===== src/rtl/cgra_context_loader.sv =====
// ---------------------------------------------------------------------------
// cgra_context_loader
//
// Purpose:
//   This is the transmit side of the PE configuration interface.
//   - It takes context words from a valid/ready source.
//   - It broadcasts them on a shared data bus to the per-PE context caches.
//     A one-hot write strobe picks the target PE, and an entry address picks
//     the cache slot.
//   - When every PE has received its contexts, it pulses start so all PE
//     context pointers restart at 0, then pulses done.
//
// Ports:
//   CLK          in   1          clock, rising edge
//   RST_N        in   1          asynchronous active-low reset
//   cfg_go       in   1          one-cycle request to start a load
//   cfg_num_ctx  in   CTX_W+1    contexts per PE (legal 1..DEPTH), sampled on cfg_go
//   src_valid    in   1          source word valid
//   src_data     in   WIDTH+1    source context word
//   src_ready    out  1          loader accepts src_data this cycle
//   pe_data      out  WIDTH+1    context word broadcast to all PEs
//   pe_wr_en     out  NUM_PE     one-hot cache write strobe
//   pe_wr_addr   out  CTX_W      cache entry being written
//   start        out  1          one-cycle pulse, PEs restart context pointer
//   busy         out  1          high from accepted cfg_go until done
//   done         out  1          one-cycle pulse, load complete
//   err          out  1          one-cycle pulse, illegal cfg_num_ctx
// ---------------------------------------------------------------------------
module cgra_context_loader #(
  parameter int WIDTH  = 120,
  parameter int NUM_PE = 16,
  parameter int DEPTH  = 16,
  parameter int PE_W   = 4,
  parameter int CTX_W  = 4
) (
  input  logic              CLK,
  input  logic              RST_N,
  input  logic              cfg_go,
  input  logic [CTX_W:0]    cfg_num_ctx,
  input  logic              src_valid,
  input  logic [WIDTH:0]    src_data,
  output logic              src_ready,
  output logic [WIDTH:0]    pe_data,
  output logic [NUM_PE-1:0] pe_wr_en,
  output logic [CTX_W-1:0]  pe_wr_addr,
  output logic              start,
  output logic              busy,
  output logic              done,
  output logic              err
);

  localparam logic [1:0] S_IDLE  = 2'd0;
  localparam logic [1:0] S_LOAD  = 2'd1;
  localparam logic [1:0] S_START = 2'd2;
  localparam logic [1:0] S_DONE  = 2'd3;

  logic [1:0]        state_q,      state_d;
  logic [CTX_W:0]    num_ctx_q,    num_ctx_d;
  logic [PE_W-1:0]   pe_idx_q,     pe_idx_d;
  logic [CTX_W-1:0]  ctx_idx_q,    ctx_idx_d;
  logic [WIDTH:0]    pe_data_q,    pe_data_d;
  logic [NUM_PE-1:0] pe_wr_en_q,   pe_wr_en_d;
  logic [CTX_W-1:0]  pe_wr_addr_q, pe_wr_addr_d;
  logic              start_q,      start_d;
  logic              done_q,       done_d;
  logic              err_q,        err_d;
  logic              busy_q,       busy_d;

  logic beat;
  logic cfg_legal;
  logic last_ctx;
  logic last_pe;

  // The loader never stalls while loading.
  // A gap in the source only delays the next beat.
  assign src_ready = (state_q == S_LOAD);
  assign beat      = src_valid & src_ready;

  assign cfg_legal = (cfg_num_ctx != '0) &&
                     (cfg_num_ctx <= (CTX_W+1)'(DEPTH));

  // num_ctx is at least 1 whenever we are in LOAD, so n-1 never underflows.
  assign last_ctx  = ({1'b0, ctx_idx_q} == (num_ctx_q - (CTX_W+1)'(1)));
  assign last_pe   = (pe_idx_q == PE_W'(NUM_PE - 1));

  always_comb begin
    state_d      = state_q;
    num_ctx_d    = num_ctx_q;
    pe_idx_d     = pe_idx_q;
    ctx_idx_d    = ctx_idx_q;
    pe_data_d    = pe_data_q;
    pe_wr_addr_d = pe_wr_addr_q;
    pe_wr_en_d   = '0;
    start_d      = 1'b0;
    done_d       = 1'b0;
    err_d        = 1'b0;

    case (state_q)
      S_IDLE: begin
        if (cfg_go) begin
          if (cfg_legal) begin
            num_ctx_d = cfg_num_ctx;
            pe_idx_d  = '0;
            ctx_idx_d = '0;
            state_d   = S_LOAD;
          end else begin
            err_d = 1'b1;
          end
        end
      end

      S_LOAD: begin
        if (beat) begin
          pe_data_d    = src_data;
          pe_wr_addr_d = ctx_idx_q;
          pe_wr_en_d   = NUM_PE'(1) << pe_idx_q;
          // The stream is PE-major.
          // The context index wraps into the next PE.
          if (last_ctx) begin
            ctx_idx_d = '0;
            if (last_pe) begin
              state_d = S_START;
            end else begin
              pe_idx_d = pe_idx_q + PE_W'(1);
            end
          end else begin
            ctx_idx_d = ctx_idx_q + CTX_W'(1);
          end
        end
      end

      S_START: begin
        start_d = 1'b1;
        state_d = S_DONE;
      end

      S_DONE: begin
        done_d  = 1'b1;
        state_d = S_IDLE;
      end

      default: state_d = S_IDLE;
    endcase

    busy_d = (state_d != S_IDLE);
  end

  // All outputs are registered.
  // An asynchronous reset clears them immediately and abandons any load
  // in progress.
  always_ff @(posedge CLK or negedge RST_N) begin
    if (!RST_N) begin
      state_q      <= S_IDLE;
      num_ctx_q    <= '0;
      pe_idx_q     <= '0;
      ctx_idx_q    <= '0;
      pe_data_q    <= '0;
      pe_wr_en_q   <= '0;
      pe_wr_addr_q <= '0;
      start_q      <= 1'b0;
      done_q       <= 1'b0;
      err_q        <= 1'b0;
      busy_q       <= 1'b0;
    end else begin
      state_q      <= state_d;
      num_ctx_q    <= num_ctx_d;
      pe_idx_q     <= pe_idx_d;
      ctx_idx_q    <= ctx_idx_d;
      pe_data_q    <= pe_data_d;
      pe_wr_en_q   <= pe_wr_en_d;
      pe_wr_addr_q <= pe_wr_addr_d;
      start_q      <= start_d;
      done_q       <= done_d;
      err_q        <= err_d;
      busy_q       <= busy_d;
    end
  end

  assign pe_data    = pe_data_q;
  assign pe_wr_en   = pe_wr_en_q;
  assign pe_wr_addr = pe_wr_addr_q;
  assign start      = start_q;
  assign done       = done_q;
  assign err        = err_q;
  assign busy       = busy_q;

endmodule


===== config.mk =====
export PLATFORM = sky130hd
export DESIGN_NAME = cgra_context_loader
export DESIGN_NICKNAME = d
export VERILOG_FILES = /design/src/rtl/cgra_context_loader.sv
export SDC_FILE = /design/constraint.sdc
export NUM_CORES = 1
export LEC_CHECK = 0
export ABC_AREA = 1
export CORE_MARGIN = 3
export CORE_UTILIZATION = 42
export CTS_CLUSTER_SIZE = 8
export DETAILED_ROUTE_END_ITERATION = 10
export PLACE_DENSITY = 0.8
export SLEW_MARGIN = 20
export SYNTH_ARGS = -nofsm -noshare
export SYNTH_HDL_FRONTEND = slang
export SYNTH_SLANG_ARGS = --single-unit
export TNS_END_PERCENT = 10

===== constraint.sdc =====
create_clock -name CLK -period 1.9 [get_ports CLK]
set_input_delay 0.475 -clock CLK [delete_from_list [all_inputs] [get_ports CLK]]
set_output_delay 0.475 -clock CLK [all_outputs]
set_load 0.02 [all_outputs]

==> metrics.md <==
| Metric | Value |
|---|---|
| Status | `finished, final reports clean` |
| CP peak stage delay | `between 0.6 and 0.7 ns` |
| Unique cell type count in the Yosys netlist | `24` |
| H-tree levels | `4` |
| Worst Clk Skew | `0.009444 ns` |
| Antenna cells | `0` |
| Clk Latency, worst-skew pair | `0.42 ns` |
| Final setup viols | `0` |
| Reg clk slew, reported paths | `0.06 ns` |
| Total Routing Usage GR | `0.2160` |
| Max_slew headroom | `0.6996` |
| Post-route ant nets | `0` |
| Worst slew pin tran | `0.4506 ns` |
| Crit path cell chain | `clkdlybuf4s50_1` |
| Gpl congestion | `0.8576` |
| Maximum vdd ir drop | `0.6389 mV` |
| Critical path class | `register to output port` |
| DRC Markers | `0` |
| PnR worst setup slack | `just under 0.03 ns` |
| First-pass GRT wire length | `28260 um` |
| Bufs and invs on worst path | `1` |
| Placeable Area | `14700 um^2` |
| WL met3 | `1324 um` |
| Final Net Count | `1150` |
| Ys Warns | `0` |
| Worst path slowest cell | `clkdlybuf4s50_1` |
| Sequential share of the synthesized area | `0.6292` |
| Most frequent cells in the layout | `nand2_1 (419), clkdlybuf4s50_1 (207), dfrtp_1 (160)` |
| Worst-path fanout max | `2` |
| # IOs | `276` |
| DRT Pass-1 Iters | `5` |
| Initial antenna violation count | `0` |
| Max Used Layer | `met4` |
| Post-route met1 wirelength | `7428 um` |
| Most common cell after layout, fill and taps aside | `nand2_1` |
| Arrival @ worst endpoint | `1.40 ns` |
| Yosys top cell area share | `0.6292` |
| Root Driver | `clkbuf_16` |
| Maxcap violations | `0` |
| Die X | `129.1 um` |
| Cell type with the largest total area after synthesis | `dfrtp_1` |
| Total grt overflow | `0` |
| Longest Clk Path Bufs | `2` |
| Startpoint types | `register` |
| Port bufs | `275` |
| F_max | `around 530 MHz` |
| Total CTS buffers | `17` |
| Yosys reg bits | `160` |
| # fillers | `approximately 1100` |
| Synthesized Nets | `862` |
| PD cells | `~1200 nW/um^2` |
| Num Clock Sinks | `160` |
| Finished Layout Cells | `1208` |
| Delay-heaviest family, CP | `buffers and inverters` |
| Syn Area/Cell | `8.790 um^2` |
| Post-DP HPWL | `13180 um` |
| WL per Instance | `~15 um` |
| Leak pwr | `around 5.7 nW` |
| Post-Synthesis Cells | `724` |
| Initial Util | `0.4329` |
| Share of cells above drive strength 1 | `0.07227` |
| Worst min-delay path category | `register to register` |
| Synth area leaders | `dfrtp_1 (63%), nand2_1 (25%), nor2_1 (1.8%)` |
| WL met2 | `approximately 9300 um` |
| Fin. max-slew vios | `0` |
| Vias per inst | `4.795` |
| Area grow syn2layout | `61.30%` |
| Pre-CTS setup slack | `-0.008229 ns` |
| Synth Cell Area | `~6400 um^2` |
| Hold Vio Cnt, Final | `0` |
| Largest net degree at the start of global routing | `74` |
| Post-route minimum period | `1.870 ns` |
| Worst Setup End Kind | `output port` |
| Placed Cells | `1173` |
| Vert. Die Dim | `around 130 um` |
| CP required | `1.42 ns` |
| Via count | `5792` |
| Die area | `16660 um^2` |
| Tcrit/Tclk final | `0.9844` |
| Vias in the first global route | `5660` |
| Iteration-0 DRC Markers | `349` |
| CTS tree | `done` |
| Drt total wl | `between 15000 and 20000 um` |
| Core Rows | `44` |
==> Yosys cell counts <==
cell	n
buf_2	21
nand3_2	1
nand2_2	3
nand2_1	420
nor3_1	2
nand4_1	8
clkinv_1	1
o21ai_1	1
a21oi_1	3
o21ai_0	8
dfrtp_1	160
inv_1	25
or2_1	1
inv_4	1
xor2_1	1
nand2_4	1
buf_6	1
ha_1	8
nor3_2	2
nor2_1	31
buf_4	7
nor2_8	1
inv_2	5
nand3_1	12
==> final cells by class <==
cell class | instances | area [um^2] | area share
well taps | 184 | 230.2 | 0.02243
repair buffers | 298 | 3138 | 0.3057
flip-flops and latches | 160 | 4004 | 0.3901
inverters | 32 | 123.9 | 0.01207
clock buffers | 19 | 452.9 | 0.04412
clock inverters | 12 | 227.7 | 0.02218
multi-input cells | 503 | 2088 | 0.2034
==> routing by layer <==
metal,vias to the layer above,GRT usage
li1,2776,-
met1,2739,0.2625
met2,237,0.3637
met3,40,0.06513
met4,0,0.08215
met5,-,0
==> final timing paths <==
check | slack (ns) | cells after the start | startpoint | to
max in group asynchronous | 0.78 | 3 | RST_N | pe_data[30]
worst min register to register | 0.47 | 2 | pe_data[24] | pe_data[24]
worst min-delay path | 0.47 | 2 | pe_data[24] | pe_data[24]
min in group asynchronous | 0.57 | 2 | RST_N | pe_data[19]
worst max register to register | 0.06 | 12 | num_ctx_q[0] | pe_idx_q[3]
worst max-delay path | 0.03 | 1 | pe_data[98] | pe_data[98]
==> power breakdown <==
part	leakage [nW]	internal, mW	switching, mW
Clock	0.330	2.54	1.38
Sequential	2.00	4.12	0.459
Combinational	3.34	1.80	2.35
==> cell families after synthesis <==
family,synth area share
adder cells (fa/ha/maj),0.01573
AO/OA/AOI/OAI,0.009436
buffers and inverters,0.04581
AND/OR/NAND/NOR,0.2985
flip-flops,0.6292
XOR/XNOR,0.001377
==> state kept, by name (all words and copies together), names as in the netlist <==
signal	cells
pe_data	121
pe_wr_en	16
num_ctx_q	5
ctx_idx_q	4
pe_idx_q	4
pe_wr_addr	4
state_q	2
busy	1
done	1
err	1
start	1
==> per-stage QoR <==
stage	utilization	setup TNS, ns	power, mW	hold slack [ns]	instance area (um^2)
after detailed placement	0.6419	-0.01107	8.776	0.4430	9435
after floorplan	-	0	6.678	0.1794	6364
after global routing	0.6983	-0.6485	13.33	0.4938	10260
final	0.6983	0	12.65	0.4730	10260
after CTS	0.6874	-0.02278	12.68	0.4802	10100
after global placement	0.6419	0	8.676	0.4439	9435
==> repair_timing <==
action                                  4_1_cts  5_1_grt
hold buffers                                  1        0
endpoints found under the hold margin        40        0
setup buffers                                 0        3
endpoints found under the setup margin       18       56
gates resized for setup                      19       57
pin swaps                                     0        2
(Power assumes the default switching activity.)
